<file path="config.mk">
export PLATFORM = sky130hd
export DESIGN_NAME = scan_mux
export DESIGN_NICKNAME = d
export VERILOG_FILES = /design/src/rtl/scan_mux_pkg.sv /design/src/rtl/scan_mux_dwell.sv /design/src/rtl/scan_mux.sv
export SDC_FILE = /design/constraint.sdc
export NUM_CORES = 1
export LEC_CHECK = 0
export BUFFER_PORTS_ARGS = -buffer_cell sky130_fd_sc_hd__buf_2
export CORE_UTILIZATION = 55
export CTS_CLUSTER_SIZE = 8
export DETAILED_ROUTE_END_ITERATION = 16
export GPL_ROUTABILITY_DRIVEN = 0
export PLACE_DENSITY = 0.95
export SETUP_SLACK_MARGIN = 0.2
export SLEW_MARGIN = 10
export SYNTH_ARGS = -nofsm -noshare
export SYNTH_HDL_FRONTEND = slang
export SYNTH_SLANG_ARGS = --single-unit
</file>
<file path="constraint.sdc">
create_clock -name clk -period 4.2 [get_ports clk]
set_input_delay 0.42 -clock clk [delete_from_list [all_inputs] [get_ports clk]]
set_output_delay 0.42 -clock clk [all_outputs]
set_load 0.02 [all_outputs]
</file>
<file path="src/rtl/scan_mux_pkg.sv">
// Shared constants and width helper for the scan_mux channel selector.
package scan_mux_pkg;

  typedef enum logic {
    MODE_MANUAL = 1'b0,
    MODE_SCAN   = 1'b1
  } mode_e;

  typedef enum logic {
    DIR_DOWN = 1'b0,
    DIR_UP   = 1'b1
  } dir_e;

  // Index width for n channels; never narrower than one bit.
  function automatic int sel_w(input int n);
    return (n <= 2) ? 1 : $clog2(n);
  endfunction

endpackage

</file>
<file path="src/rtl/scan_mux_dwell.sv">
// Dwell counter: raises adv on the cycle a scanned channel has been held long enough.
module scan_mux_dwell #(
  parameter int DIV_W = 16
) (
  input  logic             clk,
  input  logic             rst_n,
  input  logic             run,
  input  logic             clear,
  input  logic [DIV_W-1:0] dwell,
  output logic             adv
);

  logic [DIV_W-1:0] cnt;

  // >= rather than == so a dwell lowered below the running count advances at once.
  assign adv = run && (cnt >= dwell);

  always_ff @(posedge clk) begin
    if (!rst_n || clear) begin
      cnt <= '0;
    end else if (run) begin
      cnt <= adv ? '0 : cnt + 1'b1;
    end
  end

endmodule

</file>
<file path="src/rtl/scan_mux.sv">
// N-channel data selector with manual select or timed auto-scan, registered outputs.
module scan_mux
  import scan_mux_pkg::*;
#(
  parameter int W     = 4,
  parameter int N     = 4,
  parameter int DIV_W = 16,
  localparam int SEL_W = sel_w(N)
) (
  input  logic             clk,
  input  logic             rst_n,
  input  logic             mode,
  input  logic             dir,
  input  logic             en,
  input  logic [SEL_W-1:0] sel_man,
  input  logic [DIV_W-1:0] dwell,
  input  logic [N*W-1:0]   din,
  output logic [W-1:0]     dout,
  output logic [SEL_W-1:0] sel_out,
  output logic             tick,
  output logic             wrap
);

  logic             scan_run;
  logic             scan_clr;
  logic             adv;
  logic             at_end;
  logic [SEL_W-1:0] sel_next;
  logic [SEL_W-1:0] sel_clamp;

  assign scan_run = (mode == MODE_SCAN) && en;
  assign scan_clr = (mode == MODE_MANUAL);

  scan_mux_dwell #(
    .DIV_W(DIV_W)
  ) u_dwell (
    .clk   (clk),
    .rst_n (rst_n),
    .run   (scan_run),
    .clear (scan_clr),
    .dwell (dwell),
    .adv   (adv)
  );

  // Explicit end-of-range tests keep the index modulo N for any channel count.
  always_comb begin
    sel_clamp = sel_man;
    if (int'(sel_man) > N - 1) begin
      sel_clamp = SEL_W'(N - 1);
    end
    if (dir == DIR_UP) begin
      at_end   = (sel_out == SEL_W'(N - 1));
      sel_next = at_end ? '0 : sel_out + 1'b1;
    end else begin
      at_end   = (sel_out == '0);
      sel_next = at_end ? SEL_W'(N - 1) : sel_out - 1'b1;
    end
  end

  always_ff @(posedge clk) begin
    if (!rst_n) begin
      sel_out <= '0;
      dout    <= '0;
      tick    <= 1'b0;
      wrap    <= 1'b0;
    end else begin
      dout <= din[int'(sel_out)*W +: W];
      tick <= 1'b0;
      wrap <= 1'b0;
      if (mode == MODE_MANUAL) begin
        sel_out <= sel_clamp;
      end else if (adv) begin
        sel_out <= sel_next;
        tick    <= 1'b1;
        wrap    <= at_end;
      end
    end
  end

endmodule

</file>
==> out/summary.txt <==
global route overflow = 0
synthesis-to-layout area growth = 18.1%
core outline area = 2570 µm²
FP Rows = 18
reg-to-reg critical path startpoint = u_dwell.cnt[15]$_SDFFE_PN0P_
mean area per synthesized cell = 8.98 µm²
worst-margin pin slew = 0.565 ns
met1 Use GR = 28.6%
wire per inst = 13.2 µm
post-layout min period = 2.56 ns
Mapped Cells = 173
Int Pwr = 326 µW
Die ar. = 3040 µm²
vias in the first global route = 1,293
Final ANT Viol Nets = 0
worst r2r path cells = 6
yosys warns = 0
CP max stage cell = or4_4
worst vdd ir = 232 µV
CP Class = flop to flop
FF-to-FF End = sel_out[1]$_SDFFE_PN0P_
die height = 55.1 µm
Clock Power Share = 27.5%
Worst Hold Endpoint = sel_out[1]$_SDFFE_PN0P_
setup TNS = 0 ns
Synth Area in Simple Gates = 23.2%
slew margin rel. = 61.4%
layer with the highest usage = met2
max incr delay on CP = 0.58 ns
Post-Syn Nets = 231
Syn Std Cell Area = 1550 µm²
worst setup margin = 1.64 ns
unique cell type count in the Yosys netlist = 36
first-pass GRT wire length = 5.29 mm
Initial Utilization = 60.5%
drc violations = 0
Psw = 112 µW
port bufs = 46
drt initial violations = 42
Final period util = 61.1%
setup violators final = 0
hold path cells = 3
pre-CTS setup slack = 1.47 ns
xor-xnor portion of the synthesized cell area = 9.02%
Num Clock Sinks = 24
Fmax achieved = 390 MHz
post-CTS resize count = 0
status = completed
# Post-CTS Setup Buffers = 0
crit path DAT = 2.75 ns
hold_buf cts = 0
critical path, cell by cell = ha_1, nand4_1, or3_1, or4_4, a31oi_4, o221ai_1
placed cells = 245
Post-synth EDFFs = 0
num ports = 47
adder-cell share of the synthesized area = 15.3%
Routed WL = 3.29 mm
antenna violations before repair = 0
met3 usage = 6.01%
largest net degree at the start of global routing = 18
top_reg_cell synth = dfxtp_1
Post-DP HPWL = 2.73 mm
sw frac = 25.6%
met2 usage = 43.4%
routed vias = 1,354
FF-to-FF setup slack = 1.64 ns
clock buffer depth = 2
leakage = 0.880 nW
WP data required = 4.39 ns
Power, Total = 438 µW
CP top delay family = simple AND/OR/NAND/NOR gates
Post-synth top cells = dfxtp_1, ha_1, inv_1, nor2_1, nand2_1
top-count cell post-synth = dfxtp_1
WP buf/inv = 0
Pwr per Cell Area = 239 nW/µm²
multiplexer area fraction after synthesis = 6.45%
main combinational cell family by area after synthesis = simple AND/OR/NAND/NOR gates
Critical Path Sink Type = flop
Final Hold Fails = 0
CTS buffer count = 3
TritonCTS clock tree = done
n_diodes = 0
global-route usage over all layers = 24.5%
flops & latches, synth = 24
clk_lat worst skew = 0.31 ns
pins over their slew limit = 0
count of non-filler cells in the finished layout = 249
Hold Crit Start = sel_man[1]
Async SR Flop Fraction = 0%
H-tree levels = 1
Final Skew = 0.0115 ns
Synth Area in Compound Gates = 9.02%
CP Launch Type = flop
clk slew on worst S/H paths = 0.13 ns
First-pass DRT Iterations = 5
Seq pwr share = 54.7%
Layout Nets = 278
die width = 55.1 µm
leading area contributor after synthesis = dfxtp_1
layout cells sized above 1 = 26.9%
via-per-instance ratio = 5.44
max_cap viols = 0
Root Buffer Master = clkbuf_4
Comb power frac = 17.8%
RSZ-0062 raised after global routing = no
top post-synthesis cells by area = dfxtp_1, ha_1, mux4_2
sequential cell area fraction in the yosys report = 30.9%
post-synth top area share = 30.9%
CP Max Fanout = 17
min-delay worst type = primary input to flop
how the worst max path moves through the flow:
stage                                             from                            to  slack [ns]  cells after the start
after floorplan                              dwell[15]  u_dwell.cnt[10]$_SDFFE_PN0P_        1.82                      8
after global placement                       dwell[15]       sel_out[1]$_SDFFE_PN0P_        1.51                      8
after detailed placement                     dwell[15]       sel_out[1]$_SDFFE_PN0P_        1.47                      8
after CTS                 u_dwell.cnt[15]$_SDFFE_PN0P_       sel_out[1]$_SDFFE_PN0P_        1.63                      6
after global routing      u_dwell.cnt[15]$_SDFFE_PN0P_       sel_out[1]$_SDFFE_PN0P_        1.52                      6
final                     u_dwell.cnt[15]$_SDFFE_PN0P_       sel_out[1]$_SDFFE_PN0P_        1.64                      6
per-layer routing:
metal	vias up	part of all wire [%]
li1	689	-
met1	606	44
met2	51	50
met3	8	5.1
met4	0	1.5
met5	-	0
registers in the layout, summed over array words and instances, names as in the netlist:
register	count
dout	4
u_dwell.cnt	16
tick	1
sel_out	2
wrap	1
worst min-delay path, delay by kind of cell:
family / cells / cell delay, ns
AOI/OAI and AO/OA: 1 / 0.06
and+or+nand+nor: 1 / 0.07
buffers and inverters: 1 / 0.08
layout by cell type, fill, tap and decap left out, drive strengths merged, types with 2 or more instances in the layout:
cell type / count
mux4: 4
and2: 6
dfxtp: 24
nand4: 6
a41o: 2
nor2b: 3
inv: 19
nand2b: 2
ha: 19
nand2: 11
a21oi: 6
xor2: 7
buf: 46
and3: 6
and4: 2
nand3: 8
nor2: 19
clkbuf: 4
xnor2: 9
cell type report:
cell class | instances | area, µm²
clock buffers | 4 | 36.3
fillers | 198 | 733
repair buffers | 46 | 230
inverters | 19 | 71.3
multi-input cells | 126 | 978
flip-flops and latches | 24 | 480
well taps | 30 | 37.5
metrics by stage:
stage                     cell area (µm²)  hold slack, ns  utilization (%)
after floorplan                      1550           0.482                -
after global placement               1800           0.521             70.0
after detailed placement             1800           0.546             70.0
after CTS                            1830           0.352             71.4
after global routing                 1830           0.357             71.4
final                                1830           0.356             71.4
power groups by stage:
stage	Combinational, mW	Sequential, mW	Clock [mW]
after detailed placement	0.0782	0.245	0
after floorplan	0.0438	0.249	0
final	0.0781	0.240	0.121
after CTS	0.0786	0.240	0.122
after global placement	0.0734	0.245	0
after global routing	0.0870	0.241	0.131
cells by family after synthesis:
group,after synthesis
adders and majority gates,19
xor gates and xnor gates,16
muxes,5
DFF,24
and+or+nand+nor,69
AOI/OAI and AO/OA,17
buffers and inverters,23
No activity file was read; power rests on OpenSTA's default activity.
